==> src/rtl/regfile_wb_pkg.sv <==
// rtl/regfile_wb_pkg.sv - shared constants and types for the register-file writeback arbiter
// Optional feature macro used by this slice: RFWB_WAW_SQUASH_EN
package regfile_wb_pkg;

    localparam int                DATA_W   = 64;
    localparam int                ADDR_W   = 5;
    localparam logic [ADDR_W-1:0] ZERO_REG = 5'd31;

    typedef struct packed {
        logic [ADDR_W-1:0] addr;
        logic [DATA_W-1:0] data;
    } wb_req_t;

    typedef enum logic [1:0] {
        SRC_NONE,
        SRC_LD,
        SRC_FIFO,
        SRC_ALU
    } wb_src_e;

endpackage

==> src/rtl/regfile_wb_arbiter_fifo.sv <==
// rtl/regfile_wb_arbiter_fifo.sv - wb_fifo: ALU writeback queue with per-entry address match
// With RFWB_WAW_SQUASH_EN each entry carries a valid bit that a same-address load clears.
module wb_fifo
    import regfile_wb_pkg::*;
#(
    parameter int DEPTH = 4,
    parameter int PW    = $clog2(DEPTH),
    parameter int CW    = $clog2(DEPTH + 1)
) (
    input  logic              clk,
    input  logic              rst_n,
    input  logic              i_push,
    input  wb_req_t           i_push_req,
    input  logic              i_pop,
    input  logic [ADDR_W-1:0] i_q_addr,
`ifdef RFWB_WAW_SQUASH_EN
    input  logic              i_sq_en,
    input  logic [ADDR_W-1:0] i_sq_addr,
    output logic              o_head_vld,
`endif
    output wb_req_t           o_head,
    output logic [CW-1:0]     o_count,
    output logic [DEPTH-1:0]  o_match
);

    wb_req_t          r_mem [DEPTH];
    logic [PW-1:0]    r_wptr;
    logic [PW-1:0]    r_rptr;
    logic [CW-1:0]    r_count;
    logic [PW-1:0]    w_off [DEPTH];
    logic [DEPTH-1:0] w_occ;
`ifdef RFWB_WAW_SQUASH_EN
    logic [DEPTH-1:0] r_vld;
`endif

    // A slot is occupied when its distance from the read pointer is below the count.
    always_comb begin
        for (int i = 0; i < DEPTH; i++) begin
            w_off[i] = PW'(i) - r_rptr;
            w_occ[i] = CW'(w_off[i]) < r_count;
`ifdef RFWB_WAW_SQUASH_EN
            o_match[i] = w_occ[i] && r_vld[i] && (r_mem[i].addr == i_q_addr);
`else
            o_match[i] = w_occ[i] && (r_mem[i].addr == i_q_addr);
`endif
        end
    end

    always_ff @(posedge clk) begin
        if (i_push) begin
            r_mem[r_wptr] <= i_push_req;
        end
    end

    always_ff @(posedge clk or negedge rst_n) begin
        if (!rst_n) begin
            r_wptr  <= '0;
            r_rptr  <= '0;
            r_count <= '0;
`ifdef RFWB_WAW_SQUASH_EN
            r_vld   <= '0;
`endif
        end else begin
            if (i_push) begin
                r_wptr <= r_wptr + 1'b1;
            end
            if (i_pop) begin
                r_rptr <= r_rptr + 1'b1;
            end
            r_count <= r_count + CW'(i_push) - CW'(i_pop);
`ifdef RFWB_WAW_SQUASH_EN
            for (int i = 0; i < DEPTH; i++) begin
                if (i_sq_en && w_occ[i] && (r_mem[i].addr == i_sq_addr)) begin
                    r_vld[i] <= 1'b0;
                end
            end
            // The load is youngest, so it also kills an ALU entry pushed alongside it.
            if (i_push) begin
                r_vld[r_wptr] <= !(i_sq_en && (i_push_req.addr == i_sq_addr));
            end
`endif
        end
    end

    assign o_head  = r_mem[r_rptr];
    assign o_count = r_count;
`ifdef RFWB_WAW_SQUASH_EN
    assign o_head_vld = r_vld[r_rptr];
`endif

endmodule

==> src/rtl/regfile_wb_arbiter.sv <==
// rtl/regfile_wb_arbiter.sv - writeback arbiter driving the register file write port (we3/wa3/wd3)
// Optional macro RFWB_WAW_SQUASH_EN: a selected load invalidates queued same-address ALU writes.
module regfile_wb_arbiter
    import regfile_wb_pkg::*;
#(
    parameter int DEPTH = 4,
    parameter int CW    = $clog2(DEPTH + 1)
) (
    input  logic              clk,
    input  logic              reset_n,
    input  logic              alu_valid,
    output logic              alu_ready,
    input  logic [ADDR_W-1:0] alu_addr,
    input  logic [DATA_W-1:0] alu_data,
    input  logic              ld_valid,
    input  logic [ADDR_W-1:0] ld_addr,
    input  logic [DATA_W-1:0] ld_data,
    output logic              we3,
    output logic [ADDR_W-1:0] wa3,
    output logic [DATA_W-1:0] wd3,
    input  logic [ADDR_W-1:0] q_addr,
    output logic              q_hit,
    output logic [CW-1:0]     fifo_count
);

    logic              w_ld_live;
    logic              w_alu_live;
    logic              w_push;
    logic              w_pop;
    logic              w_wr_en;
    logic              w_head_vld;
    wb_src_e           w_sel;
    wb_req_t           w_sel_req;
    wb_req_t           w_head;
    logic [DEPTH-1:0]  w_match;
    logic              r_we3;
    logic [ADDR_W-1:0] r_wa3;
    logic [DATA_W-1:0] r_wd3;

    // Zero-register requests still handshake but never reach the queue or the port.
    assign alu_ready  = reset_n && (fifo_count < CW'(DEPTH));
    assign w_ld_live  = ld_valid && (ld_addr != ZERO_REG);
    assign w_alu_live = alu_valid && alu_ready && (alu_addr != ZERO_REG);

    always_comb begin
        w_sel = SRC_NONE;
        if (w_ld_live) begin
            w_sel = SRC_LD;
        end else if (fifo_count != '0) begin
            w_sel = SRC_FIFO;
        end else if (w_alu_live) begin
            w_sel = SRC_ALU;
        end
    end

    always_comb begin
        w_sel_req = '{addr: alu_addr, data: alu_data};
        w_wr_en   = 1'b0;
        case (w_sel)
            SRC_LD: begin
                w_sel_req = '{addr: ld_addr, data: ld_data};
                w_wr_en   = 1'b1;
            end
            SRC_FIFO: begin
                w_sel_req = w_head;
                w_wr_en   = w_head_vld;
            end
            SRC_ALU: begin
                w_wr_en   = 1'b1;
            end
            default: begin
                w_wr_en   = 1'b0;
            end
        endcase
    end

    assign w_push = w_alu_live && (w_sel != SRC_ALU);
    assign w_pop  = (w_sel == SRC_FIFO);

    wb_fifo #(.DEPTH(DEPTH)) u_fifo (
        .clk        (clk),
        .rst_n      (reset_n),
        .i_push     (w_push),
        .i_push_req ('{addr: alu_addr, data: alu_data}),
        .i_pop      (w_pop),
        .i_q_addr   (q_addr),
`ifdef RFWB_WAW_SQUASH_EN
        .i_sq_en    (w_ld_live),
        .i_sq_addr  (ld_addr),
        .o_head_vld (w_head_vld),
`endif
        .o_head     (w_head),
        .o_count    (fifo_count),
        .o_match    (w_match)
    );

`ifndef RFWB_WAW_SQUASH_EN
    assign w_head_vld = 1'b1;
`endif

    always_ff @(posedge clk or negedge reset_n) begin
        if (!reset_n) begin
            r_we3 <= 1'b0;
            r_wa3 <= '0;
            r_wd3 <= '0;
        end else begin
            r_we3 <= w_wr_en;
            if (w_wr_en) begin
                r_wa3 <= w_sel_req.addr;
                r_wd3 <= w_sel_req.data;
            end
        end
    end

    assign we3   = r_we3;
    assign wa3   = r_wa3;
    assign wd3   = r_wd3;
    assign q_hit = (q_addr != ZERO_REG) && ((|w_match) || (r_we3 && (r_wa3 == q_addr)));

endmodule

==> config.mk <==
export PLATFORM = sky130hd
export DESIGN_NAME = regfile_wb_arbiter
export DESIGN_NICKNAME = d
export VERILOG_FILES = /design/src/rtl/regfile_wb_pkg.sv /design/src/rtl/regfile_wb_arbiter_fifo.sv /design/src/rtl/regfile_wb_arbiter.sv
export SDC_FILE = /design/constraint.sdc
export NUM_CORES = 1
export LEC_CHECK = 0
export CORE_ASPECT_RATIO = 1.5
export CORE_MARGIN = 10
export CORE_UTILIZATION = 49
export DETAILED_ROUTE_END_ITERATION = 12
export PLACE_DENSITY_LB_ADDON = 0.05
export SLEW_MARGIN = 0
export SYNTH_ARGS = -nofsm -noshare
export SYNTH_HDL_FRONTEND = slang
export SYNTH_SLANG_ARGS = --single-unit
==> constraint.sdc <==
create_clock -name clk -period 3.9 [get_ports clk]
set_input_delay 0.585 -clock clk [delete_from_list [all_inputs] [get_ports clk]]
set_output_delay 0.585 -clock clk [all_outputs]
set_load 0.03 [all_outputs]
* Word-level counts from Yosys, hierarchy flattened
Memories as Yosys holds them, arrays and structs flattened. Index checks and enable logic that the tools add are counted.
Word-level totals: memories 1, bits of input ports 147, memory bits (writable) 276, logic and storage cells 54, output and inout port bits 75, register bits after elaboration 77
Operators by class: magnitude comparators 5, equal/unequal tests 12, $add $sub $neg 8, mux-type cells 7, reductions and logical operators 15
Memory list:
- u_fifo.r_mem | depth 4, bits a word 69, rd ports 5, clocked after memory_dff 0, write ports 1, line regfile_wb_arbiter_fifo.sv:26 | wb_req_t r_mem [DEPTH];
Operators by type and width (count):
- case mux 69 bit (2 select lines) | 1
- == test 5 bit | 5
- inequality test 5 bit (second input constant) | 3
- < comparator 2 x 3 -> 1 bit | 4
- logical AND 1 bit | 11
- 2-to-1 mux 2 bit | 3
- adder 2 x 1 -> 2 bit (second input constant) | 2
- == test 2 bit (second input constant) | 2
- OR reduction 4 bit | 1
- subtractor 1 x 2 -> 2 bit (first input constant) | 2
- subtractor 2 bit (first input constant) | 2
- adder 3 x 1 -> 3 bit | 1
- < comparator 3 bit (second input constant) | 1
- 2-to-1 mux 1 bit | 3
- nonzero test 3 bit | 1
- OR reduction 3 bit | 1
- subtractor 3 x 1 -> 3 bit | 1
- == test 2 x 1 -> 1 bit (second input constant) | 1
- inequality test 2 bit (second input constant) | 1
- logical OR 1 bit | 1

* Logic depth before layout (Yosys ltp)
Gate-level depths: netlist (run 1).
depth in word-level cells 11, depth in mapped cells 15, gate-level depth less buffers 14

* Cells and area by module
Synthesis (run 1) repeated with hierarchy kept, for this count alone.
Second synthesis, totals: cells, all modules 864, area total of the unflattened synthesis 14939.3 um^2
By module, submodules not included:
- wb_fifo | instances 1, cells each 440, area an instance 10762.8 um^2, sequential area each 8463.1 um^2
- regfile_wb_arbiter | instances 1, cells each 424, area an instance 4176.5 um^2, sequential area each 1751.7 um^2

* Least setup slack after synthesis (run 1)
OpenSTA, ideal clock, no wires.
kind register -> register, start register u_fifo.r_count[2], in the netlist u_fifo.o_count[2], end memory u_fifo.r_mem[0][0] in the netlist's numbering, enable pin, library setup time 0.435 ns, cell stages (with the launch flop) 9, path buffers 1, arrival 3.557 ns, slack -0.091 ns, required time 3.465 ns, period minus slack after synthesis 3.991 ns, cell sequence dfrtp_1 > clkbuf_1 > nor2b_1 > o211ai_1 > nand2b_1 > and2_1 > ha_1 > nor2_1 > and2_1
Between the ends: word-level cells in the longest chain between the ends 11, elaborated cells between the ends (all ways) 12, those cells by class order compare (1); eq/ne (1); mux (5); reduce/logical (5)
RTL lines:
- from (decl) | line regfile_wb_arbiter_fifo.sv:29 | logic [CW-1:0] r_count;
- from (signal assigned) | line regfile_wb_arbiter_fifo.sv:70 | r_count <= r_count + CW'(i_push) - CW'(i_pop);
- < comparator 3 bit (*) | line regfile_wb_arbiter.sv:41 | assign alu_ready = reset_n && (fifo_count < CW'(DEPTH));
- logical AND 1 bit (*) | line regfile_wb_arbiter.sv:41
- named net alu_ready | line regfile_wb_arbiter.sv:12 | output logic alu_ready,
- logical AND 1 bit (*) (2 in a row) | line regfile_wb_arbiter.sv:43 | assign w_alu_live = alu_valid && alu_ready && (alu_addr != ZERO_REG);
- 2-to-1 mux 2 bit | line regfile_wb_arbiter.sv:51 | end else if (w_alu_live) begin
- 2-to-1 mux 2 bit | line regfile_wb_arbiter.sv:49 | end else if (fifo_count != '0) begin
- 2-to-1 mux 2 bit | line regfile_wb_arbiter.sv:47 | if (w_ld_live) begin
- inequality test 2 bit | line regfile_wb_arbiter.sv:77 | assign w_push = w_alu_live && (w_sel != SRC_ALU);
- logical AND 1 bit (*) | line regfile_wb_arbiter.sv:77
- 2-to-1 mux 1 bit (*) | line regfile_wb_arbiter_fifo.sv:50 | if (i_push) begin
- 2-to-1 mux 1 bit (not written as such) (*) | line regfile_wb_arbiter_fifo.sv:51 | r_mem[r_wptr] <= i_push_req;
- to (decl) | line regfile_wb_arbiter_fifo.sv:26
The timed path passes the listed nets; every way through them passes the cells marked *.

* Worst setup path in the final report (run 1)
start register u_fifo.r_count[1], in the netlist u_fifo.o_count[1], end output q_hit
Between the ends: word-level cells in the longest chain between the ends 5, elaborated cells between the ends (all ways) 11, those cells by class order compare (4); reduce/logical (7)
RTL lines:
- < comparator 2 x 3 -> 1 bit | line regfile_wb_arbiter_fifo.sv:40 | w_occ[i] = CW'(w_off[i]) < r_count;
- logical AND 1 bit | line regfile_wb_arbiter_fifo.sv:44 | o_match[i] = w_occ[i] && (r_mem[i].addr == i_q_addr);
- OR reduction 4 bit (*) | line regfile_wb_arbiter.sv:118 | assign q_hit = (q_addr != ZERO_REG) && ((|w_match) || (r_we3 && (r_wa3 == q_addr)));
- logical OR 1 bit (*) | line regfile_wb_arbiter.sv:118
- logical AND 1 bit (*) | line regfile_wb_arbiter.sv:118
- to (decl) | line regfile_wb_arbiter.sv:22 | output logic q_hit,
Mark *: on every way between the ends. The rest lies on a longest branch, timed or not.

==> flow_summary.toml, run 1 <==
[synthesis]
synth_area_leader_cell = "edfxtp_1"
synthesis.area_mm2 = 0.0150
synth.avg_cell_area_um2 = 17.4
ys.flop_type = "edfxtp_1"
synth.most_common_cell = "edfxtp_1"
syn_nets = 1026
synth_top_area_share_pct = 55.3
yosysWarningCount = 0
ys_seq_area_share_pct = 68.1
synth-seq-cells = 353
synth.area.top_cells = "edfxtp_1 (55%), dfrtp_1 (13%), mux4_2 (10%)"
synthCells = 864
synth_commonest_cells = "edfxtp_1 (276), dfrtp_1 (77), nand2_1 (74), nor2b_1 (71), o31ai_1 (70)"
async_flop_share_pct = 21.8
synth_cell_types = 33
synth_edf_count = 276

[floorplanning]
num_io_pins = 222
die-area_mm2 = 0.0382
initial_core_util_pct = 49.6
core_mm2 = 0.0303
core.rowCount = 78
die_w_um = 163
die_h_um = 234

[sta]
grt_setup_unrepaired = "no"
holdWs_ns = 0.131
maxSlewViolCount = 0
setup_viol = 0
finClkSkew_ns = 0.0147
worst_pin_slew_ns = 0.967
setup-tns-final_ns = 0
period_share_pct = 91.1
slew_headroom_pct = 35.5
fmax_ghz = 0.281
hold_violations = 0
period_needed_ns = 3.55

[routing]
post-route-drc-count = 0
route.final.wire_length_mm = 35.1
top_layer_used = "met5"
dr_wl_met2_mm = 18.2
vias_per_cell = 5.64
first_pass_iters = 5
wl_per_cell_um = 23.3
vias = 8497
met3_length_mm = 1.78
met1_length_mm = 14.4
postRouteAntennaNets = 0
drt_iter0_markers = 531

[clock_tree]
cts.sinks = 353
clock-root-buffer = "clkbuf_16"
htreeDepth = 2
cts-buffers-inserted = 35
cts_resized = 0
cts_tree = "done"
clockBufferDepth = 3
clock_latency_ns = 0.52
post_cts.repair.setup_buffers = 0
clk_pin_slew_worst_paths_ns = 0.06
hold_buffers = 0

[worst_setup_path]
arrival_ns = 2.97
critPathMaxFanout = 5
cp.required_ns = 3.31
r2r-start = "u_fifo.o_count[2]$_DFF_PN0_"
start_kind = "flop"
path_class = "reg -> out"
critPathLaunch = "u_fifo.o_count[1]$_DFF_PN0_"
rrSetupSlack_ns = 0.87
endpoint_kind = "output pin"

[global_route]
gr-total-overflow = 0
grt_pass1_vias = 9196
grt_use_total_pct = 18.4
antenna_found_initial = 2
grt_pass1_wl_mm = 54.6
grt_max_degree = 72

[outcome]
status = "finished clean"

[finish]
diodes = 0
layout.nets = 1243
layout-drive-gt1-share_pct = 18.8
area_growth_pct = 26.2

[job]
drv_cap = 0

[pwr]
peakVddDrop_mv = 0.399
powerDensity_mw_per_mm2 = 674
power.leakage_nw = 6.42

[placement]
port_buffers = 221
detailed_place_hpwl_mm = 22.6
globalplace.congestion = 0.793

[min_path]
worstHoldPathType = "in -> async"
==> cells by family after synthesis <==
| logic type | after synthesis | synth area share [%] |
|---|---|---|
| fa+ha+maj | 15 | 1.30 |
| xor+xnor | 31 | 1.81 |
| flops | 353 | 68.1 |
| mux | 69 | 10.4 |
| simple gates | 165 | 5.56 |
| buf+inv | 80 | 2.48 |
| compound gates | 151 | 10.4 |
==> cell type report <==
type / count / area [µm²]
clock buffer: 53 / 996
clock inverter: 10 / 76.3
fill: 2229 / 11300
inverter: 12 / 45.0
multi-input combinational: 431 / 4460
sequential: 353 / 10200
timing repair buffer: 248 / 2630
tap: 400 / 500
==> flip-flops by register name, summed over array words and instances (netlist names) <==
register and count:
u_fifo.r_mem 276, wd3 64, wa3 5, u_fifo.o_count 3
u_fifo.r_rptr 2, u_fifo.r_wptr 2, we3 1
==> final timing paths <==
check / cells after the start / endpoint
max: 8 / q_hit
min: 2 / wd3[1]$_DFFE_PN0P_
max reg2reg: 13 / u_fifo.o_count[2]$_DFF_PN0_
min reg2reg: 2 / wd3[9]$_DFFE_PN0P_
max in group asynchronous: 3 / u_fifo.r_rptr[0]$_DFFE_PN0P_
min in group clk: 2 / wd3[9]$_DFFE_PN0P_
==> metal layers <==
metal  up-vias  global-route usage [%]
met2       217                    31.8
met4         4                    4.80
met5         -                       0
met3        48                    3.74
li1       3874                       -
met1      4354                    23.2
==> per-stage QoR <==
stage	worst slack [ns]	total power, mW	std cells	instance area [µm²]	util (%)
3_3_place_gp	0.341	9.71	1444	17900	59.0
2_1_floorplan	0.651	8.03	864	15000	-
6_report	0.346	12.8	1507	18900	62.6
5_1_grt	0.205	13.4	1507	18900	62.6
4_1_cts	0.315	12.9	1507	18900	62.6
3_5_place_dp	0.274	9.73	1444	17900	59.0
==> placed cells by master, fill, tap and decap left out, types with 3 or more instances in the layout <==
cell,instances
clkbuf_16,37
nand2_1,74
ha_4,3
mux4_2,69
a21oi_1,3
nand3_1,5
xor2_1,16
buf_12,17
dfrtp_1,75
o2111ai_1,3
clkinv_2,7
a221oi_2,55
nor2b_1,71
o31ai_1,70
xnor2_1,15
a221oi_1,14
buf_4,11
and2_4,4
inv_1,12
clkdlybuf4s50_1,220
ha_1,11
edfxtp_1,276
clkbuf_1,15
==> power breakdown <==
part	internal (mW)	switching (mW)	total, mW
Sequential	4.63	0.318	4.94
Combinational	2.11	2.52	4.63
Clock	1.83	1.35	3.18
Total	8.57	4.19	12.8
==> critical path, stage by stage, from the launching register on <==
cell	delay (ns)
dfrtp_1	0.45
inv_1	0.13
ha_1	0.32
nor2_1	0.06
a2111oi_1	0.46
nand4_1	0.14
nand3_1	0.10
o21a_1	0.12
clkdlybuf4s50_1	0.69
Note: power is estimated with default switching activity, not from simulation.
==> run 2, diff against run 1 <==
Settings changed: HOLD_SLACK_MARGIN from default to 0.03.
==> results of run 2 <==
Final layout, timing and power as in run 1 (identical DEF).
==> run 3, diff against run 2 <==
Settings changed: RECOVER_POWER from default to 50, SLEW_MARGIN 0 to 40.
==> run 3 against run 2 <==
Compared with the run above:
- critical path type unchanged
- largest cell class unchanged
- worst hold slack gained 0.34 ns
- non-clock buffer count unchanged
- the flow now finishes with violations (max-capacitance violations, max-slew violations)
- setup slack lost 0.019 ns
- first-iteration DRC count shrank 5.3%
==> flow_summary.toml, run 3 (same netlist as run 1, synthesis figures left out) <==
[pwr]
peakVddDrop_mv = 0.523
power.leakage_nw = 6.54
clkPwrFrac_pct = 27.0
swShare_pct = 32.3
finalPower_mw = 13.0
powerDensity_mw_per_mm2 = 682
p_int_mw = 8.80
power.switching_mw = 4.20
combPwrFrac_pct = 35.0
p_seq_share_pct = 38.0

[global_route]
antenna_found_initial = 6
grt_pass1_vias = 9232
gr-total-overflow = 0
grt_pass1_wl_mm = 54.9
grt_use_total_pct = 18.5
grt_max_degree = 72

[placement]
dp_cells = 1444
globalplace.congestion = 0.793
port_buffers = 221
detailed_place_hpwl_mm = 22.7

[finish]
nFillCells = 2224
final_cell_mix = "edfxtp_1 (276), clkdlybuf4s50_1 (114), dlygate4sd3_1 (106), dfrtp_1 (75), nand2_1 (74)"
layout-drive-gt1-share_pct = 19.3
area_growth_pct = 27.1
largest_reg_flops = 276
layout.nets = 1242
instances_no_fill = 1507
top_register = "u_fifo.r_mem"
final_common_cell = "edfxtp_1"

[clock_tree]
cts_tree = "done"
post_cts.repair.setup_buffers = 0
clock_latency_ns = 0.51
htreeDepth = 2
hold_buffers = 0
clock-root-buffer = "clkbuf_16"
cts.sinks = 353
clockBufferDepth = 3
clk_pin_slew_worst_paths_ns = 0.06
cts-buffers-inserted = 34
cts_resized = 0

[sta]
period_share_pct = 91.6
slew_headroom_pct = -28.9
maxSlewViolCount = 31
hold_violations = 0
fmax_ghz = 0.280
worst_pin_slew_ns = 1.93
period_needed_ns = 3.57
finClkSkew_ns = 0.00733
setup_viol = 0
setup-tns-final_ns = 0
grt_setup_unrepaired = "no"

[floorplanning]
die_w_um = 163
num_io_pins = 222
core_mm2 = 0.0303
die-area_mm2 = 0.0382
die_h_um = 234
core.rowCount = 78
initial_core_util_pct = 49.6

[routing]
postRouteAntennaNets = 0
vias = 8595
drt_iter0_markers = 503
post-route-drc-count = 0
vias_per_cell = 5.70
first_pass_iters = 4
route.final.wire_length_mm = 35.1
wl_per_cell_um = 23.3

[worst_setup_path]
arrival_ns = 2.99
start_kind = "flop"
endpoint_kind = "output pin"
path_class = "reg -> out"
critPathMaxFanout = 5
cp.required_ns = 3.31

[job]
drv_cap = 1

[outcome]
status = "finished, violations left"
violations = "max-capacitance violations, max-slew violations"

[min_path]
worstHoldPathType = "reg -> reg"
-- run 3: cell types whose count changed in the layout (fill, tap and decap cells not counted), sizes merged, moves of 2 or more --
cell and delta:
clkdlybuf4s50 -106, dlygate4sd3 +106, clkbuf -5, bufinv +4
buf -2, clkinv +2
-- run 3: critical path: stages, from the launching register on --
cell and delay, ns:
dfrtp_1 0.45, inv_1 0.14, ha_1 0.32, nor2_1 0.06
a2111oi_1 0.46, nand4_1 0.14, nand3_1 0.10, o21a_1 0.12
clkdlybuf4s50_1 0.69
-- run 3: routing by layer --
layer | share of wire, % | track usage (%) | vias up
met5 | 0.12 | 0 | -
met4 | 1.9 | 5.25 | 8
met3 | 5.7 | 4.00 | 55
met2 | 51 | 31.5 | 254
met1 | 41 | 23.3 | 4400
li1 | - | - | 3878
-- run 3: path summary, 6_finish.rpt --
path	to	start	slack (ns)	cells past startpoint
setup / recovery	q_hit	u_fifo.o_count[1]$_DFF_PN0_	0.33	8
hold / removal	wd3[8]$_DFFE_PN0P_	wd3[8]$_DFFE_PN0P_	0.47	2
setup reg to reg	u_fifo.o_count[2]$_DFF_PN0_	u_fifo.o_count[2]$_DFF_PN0_	0.84	13
hold reg to reg	wd3[8]$_DFFE_PN0P_	wd3[8]$_DFFE_PN0P_	0.47	2
max in group asynchronous	u_fifo.r_rptr[1]$_DFFE_PN0P_	reset_n	1.68	3
min in group asynchronous	wd3[1]$_DFFE_PN0P_	reset_n	0.78	2
-- run 3: final cells by class --
type                            instances  area, µm²  area share [%]
Clock inverter                         16        214            1.12
Timing Repair Buffer                  248       2630            13.8
Sequential cell                       353      10200            53.6
Inverter                               12       45.0           0.236
Tap cell                              400        500            2.62
Antenna cell                            1       2.50          0.0131
Clock buffer                           46       1000            5.24
Multi-Input combinational cell        431       4460            23.4
-- run 3: per-stage QoR --
step,area [µm²],utilization [%],setup WS [ns],hold slack (ns)
floorplan,15000,-,0.651,0.289
global placement,17900,59.0,0.341,0.464
detailed placement,17900,59.0,0.282,0.467
CTS,19100,63.0,0.274,0.117
global route,19100,63.0,0.156,0.493
finish,19100,63.0,0.327,0.473
-- run 3: power groups by stage --
stage               clock network, mW  registers (mW)  logic, mW
CTS                              3.60            4.95       4.73
finish                           3.51            4.94       4.55
global route                     3.74            5.00       4.90
floorplan                           0            5.63       2.40
detailed placement                  0            5.02       4.71
global placement                    0            5.01       4.70
==> edit 1, RTL diff (config.mk and constraints of run 3) <==
The option `RFWB_WAW_SQUASH_EN` is turned on by a define.
--- a/src/rtl/regfile_wb_arbiter_fifo.sv
+++ b/src/rtl/regfile_wb_arbiter_fifo.sv
@@ -1,5 +1,7 @@
 // rtl/regfile_wb_arbiter_fifo.sv - wb_fifo: ALU writeback queue with per-entry address match
 // With RFWB_WAW_SQUASH_EN each entry carries a valid bit that a same-address load clears.
+`define RFWB_WAW_SQUASH_EN
+
 module wb_fifo
     import regfile_wb_pkg::*;
 #(
Behaviour: not the same (Yosys sat finds a counterexample within 4 cycles, from zero or initial values and one cycle with reset_n low).
==> edit 1 against run 3 <==
Setup slack got worse by 35 ps. Cell area increased by 1.2%. Sequential cell count grew 4. Synthesized area is 1.4% higher. Sequential power increased by 2%. Count of clock-buffer cells in the layout grew 4. Total power rose by 1.1%. Wire length up 7.3%. Largest power group unchanged.
==> edit 1: results <==
{
  "outcome": "completed",
  "1st_iter_drt_viols": 525,
  "wl_met2_um": 20300,
  "grtUsageMet3_pct": 4.22,
  "placedCellCount": 1520,
  "synthesis.area_per_instance_um2": 16.4,
  "layout_setup_ws_ps": 291,
  "static-leakage-power_nw": 6.71,
  "cts_bufs_inserted": 35,
  "worst_hold_path_type": "input port to asynchronous set/reset pin",
  "gp_congestion": 0.902,
  "critPathArrivalTime_ps": 3020,
  "gr-usage-met1_pct": 22.6,
  "worst_slew_pin_slew_ps": 1270,
  "synth.top_cells.by_area": "sky130_fd_sc_hd__edfxtp_1, sky130_fd_sc_hd__dfrtp_1, sky130_fd_sc_hd__mux4_2, sky130_fd_sc_hd__a221oi_1, sky130_fd_sc_hd__o31ai_1",
  "post_synth_most_frequent_cells": "sky130_fd_sc_hd__edfxtp_1, sky130_fd_sc_hd__dfrtp_1, sky130_fd_sc_hd__nand2_1",
  "first_global_vias": 9732,
  "hpwl_um": 25400,
  "postSynthNetCount": 1087,
  "startpoint": "u_fifo.r_rptr[0]$_DFFE_PN0P_",
  "timing.critical_path.slowest_cell_delay_ps": 700,
  "timing.reg2reg.worst_path_depth": 13,
  "final.setup_skew_ps": 17.7,
  "worstReg2RegEnd": "u_fifo.o_count[2]$_DFF_PN0_",
  "vias_per_cell": 5.67,
  "yosys.cell_types.count": 37,
  "synth-seq-area-share_pct": 67.8,
  "setup.reg_to_reg.worst_slack_ps": 840,
  "grt_pass1_wl_um": 57900,
  "clk_pin_slew_ps": 70,
  "worst_hold_margin_ps": 425,
  "postPlaceCellArea_um2": 18100,
  "sum_of_met3_wire_segment_lengths_after_detailed_routing_um": 2300,
  "crit_end": "q_hit",
  "largest-register": "u_fifo.r_mem",
  "cts_root_buf": "sky130_fd_sc_hd__clkbuf_16",
  "buffer_ports.inserted": 221,
  "detail_route.wirelength.met1_um": 14000,
  "place_ws_ps": 364,
  "ctsResizeCount": 0,
  "design.final.nets": 1314,
  "clock_latency_ps": 520,
  "global_route.usage.total_pct": 19.5,
  "drt_wl_total_um": 37600,
  "groute.layer.met2.usage_pct": 34.7,
  "critical_path.max_fanout": 35,
  "dr.pass1.iters": 5,
  "synth_enable_flop_cells": 276,
  "number_of_antenna_violations_at_the_first_check_in_global_routing": 5,
  "routed_length_per_placed_instance_um": 23.7,
  "rr_startpoint": "u_fifo.o_count[2]$_DFF_PN0_",
  "synth_async_sr_flop_share_pct": 22.7,
  "grt_max_degree": 87,
  "drive_above_1_share_pct": 14.6,
  "peakVddDrop_mv": 0.435
}
edit 1: cell count changes in the layout (fill, tap and decap cells not counted), moves of 4 or more:
cell,change
sky130_fd_sc_hd__a221oi_1,+55
sky130_fd_sc_hd__a221oi_2,-55
sky130_fd_sc_hd__buf_4,+14
sky130_fd_sc_hd__clkbuf_1,+8
sky130_fd_sc_hd__dfrtp_1,+4
sky130_fd_sc_hd__mux2i_1,+4
sky130_fd_sc_hd__nor4_1,+5
sky130_fd_sc_hd__o21ai_0,+4
sky130_fd_sc_hd__xnor2_1,+11
sky130_fd_sc_hd__xor2_1,+14
edit 1: kinds of logic (layout without fill, tap and decap cells):
family | Yosys count | count (layout) | share of synthesized area [%]
AND/OR/NAND/NOR | 175 | 175 | 5.85
multiplexers | 74 | 74 | 10.6
buffers and inverters | 87 | 340 | 2.67
other | 0 | 2 | 0
adder cells (fa/ha/maj) | 15 | 15 | 1.28
XOR/XNOR | 56 | 56 | 3.22
AO/OA/AOI/OAI | 161 | 161 | 8.52
flip-flops | 357 | 357 | 67.8
edit 1: layout make-up:
type,instances,area [um2]
sequential,357,10300
multi-input combinational,481,4510
fill,2360,11500
antenna,2,5.00
clock inverter,13,170
timing repair buffer,264,2700
tap,405,507
inverter,13,48.8
clock buffer,50,1030
edit 1: power by group:
part | internal, mW | switching [mW] | leakage [nW]
clock network | 2.10 | 1.37 | 0.585
registers | 4.70 | 0.321 | 3.48
logic | 2.05 | 2.61 | 2.64
total | 8.85 | 4.30 | 6.71
edit 1: critical path: cells and delay by family, from the launching register on:
kind | cells | cell delay (ps)
buffers and inverters | 2 | 1270
AOI/OAI and AO/OA | 3 | 610
DFF | 1 | 410
and+or+nand+nor | 2 | 210
==> edit 2, RTL diff (settings of run 3) <==
Made on the original files. Reset style: synchronous (`reset_n` and `rst_n`), changed in 2 clocked blocks.
--- a/src/rtl/regfile_wb_arbiter_fifo.sv
+++ b/src/rtl/regfile_wb_arbiter_fifo.sv
@@ -52,7 +52,7 @@
         end
     end
 
-    always_ff @(posedge clk or negedge rst_n) begin
+    always_ff @(posedge clk) begin
         if (!rst_n) begin
             r_wptr  <= '0;
             r_rptr  <= '0;
--- a/src/rtl/regfile_wb_arbiter.sv
+++ b/src/rtl/regfile_wb_arbiter.sv
@@ -98,7 +98,7 @@
     assign w_head_vld = 1'b1;
 `endif
 
-    always_ff @(posedge clk or negedge reset_n) begin
+    always_ff @(posedge clk) begin
         if (!reset_n) begin
             r_we3 <= 1'b0;
             r_wa3 <= '0;
Behaviour: differs if reset_n is asserted again (counterexample within 4 cycles, from zero or initial values and one cycle with reset_n low); with reset_n held inactive, the same outputs for 4 cycles.
==> edit 2 against run 3 <==
Setup slack better by 17 ps. Sequential cell count rose by 2. Wire length rose by 0.59%. Synthesized area shrank 1.4%. Cell area is 1.3% lower. Clock skew is 5.9 ps higher. Total power is 9.8% lower. Critical path depth down 1. Critical endpoint unchanged. Largest cell class unchanged.
==> edit 2: results <==
{
  "outcome": "completed",
  "synth_async_sr_flop_share_pct": 0,
  "synth-seq-area-share_pct": 66.7,
  "1st_iter_drt_viols": 456,
  "cts_bufs_inserted": 35,
  "sum_of_met3_wire_segment_lengths_after_detailed_routing_um": 2120,
  "final.setup_skew_ps": 13.3,
  "timing.reg2reg.worst_path_depth": 10,
  "synth.top_cells.by_area": "sky130_fd_sc_hd__edfxtp_1, sky130_fd_sc_hd__dfxtp_1, sky130_fd_sc_hd__mux4_2, sky130_fd_sc_hd__nor2b_1, sky130_fd_sc_hd__a221oi_1",
  "peakVddDrop_mv": 0.600,
  "startpoint": "q_addr[0]",
  "global_route.usage.total_pct": 18.6,
  "synthesis.area_per_instance_um2": 15.6,
  "drive_above_1_share_pct": 13.9,
  "grtUsageMet3_pct": 4.86,
  "gp_congestion": 0.790,
  "rr_startpoint": "u_fifo.o_count[2]$_SDFF_PN0_",
  "first_global_vias": 9362,
  "post_synth_most_frequent_cells": "sky130_fd_sc_hd__edfxtp_1, sky130_fd_sc_hd__nor2b_1, sky130_fd_sc_hd__dfxtp_1",
  "hp_start": "wd3[28]$_SDFFE_PN0P_",
  "drt_wl_total_um": 35300,
  "post-layout-total-power_mw": 11.7,
  "portion_of_the_clock_cycle_consumed_by_the_worst_path_in_the_final_layout_pct": 91.2,
  "postPlaceCellArea_um2": 17600,
  "hpwl_um": 22600,
  "detail_route.wirelength.met1_um": 13500,
  "min_delay_worst_endpoint": "wd3[28]$_SDFFE_PN0P_",
  "placedCellCount": 1515
}
-- edit 2: changes by cell type after synthesis, moves of 69 or more --
cell,change
sky130_fd_sc_hd__a21oi_1,+69
sky130_fd_sc_hd__dfrtp_1,-77
sky130_fd_sc_hd__dfxtp_1,+79
sky130_fd_sc_hd__nand2_1,-71
sky130_fd_sc_hd__nor2b_1,+72
sky130_fd_sc_hd__nor3_1,+69
sky130_fd_sc_hd__o31ai_1,-70
-- edit 2: worst register-to-register path: stages, from the launching register on --
cell	delay, ps
sky130_fd_sc_hd__dfxtp_1	430
sky130_fd_sc_hd__nor2b_1	400
sky130_fd_sc_hd__o211ai_1	230
sky130_fd_sc_hd__nand2b_1	130
sky130_fd_sc_hd__and2_0	280
sky130_fd_sc_hd__ha_4	180
sky130_fd_sc_hd__clkbuf_4	920
sky130_fd_sc_hd__a221oi_1	220
sky130_fd_sc_hd__nor3_1	310
sky130_fd_sc_hd__a21oi_1	70
sky130_fd_sc_hd__nor2b_1	140
-- edit 2: kinds of logic (layout without fill, tap and decap cells) --
kind of cell | after synthesis | after routing | share of synthesized area, %
adder cells (fa/ha/maj) | 15 | 15 | 1.32
other | 0 | 7 | 0
AND/OR/NAND/NOR | 240 | 240 | 9.48
multiplexers | 70 | 70 | 10.6
XOR/XNOR | 31 | 31 | 1.84
buffers and inverters | 87 | 322 | 2.66
AO/OA/AOI/OAI | 150 | 150 | 7.43
flip-flops | 355 | 355 | 66.7
-- edit 2: area by class of cell --
class                           instances  area [um2]
Antenna cell                            7        17.5
Clock buffer                           45         966
Clock inverter                         18         236
Fill cell                            2306       10900
Inverter                               11        41.3
Multi-Input combinational cell        506        4580
Sequential cell                       355        9880
Tap cell                              395         494
Timing Repair Buffer                  248        2610
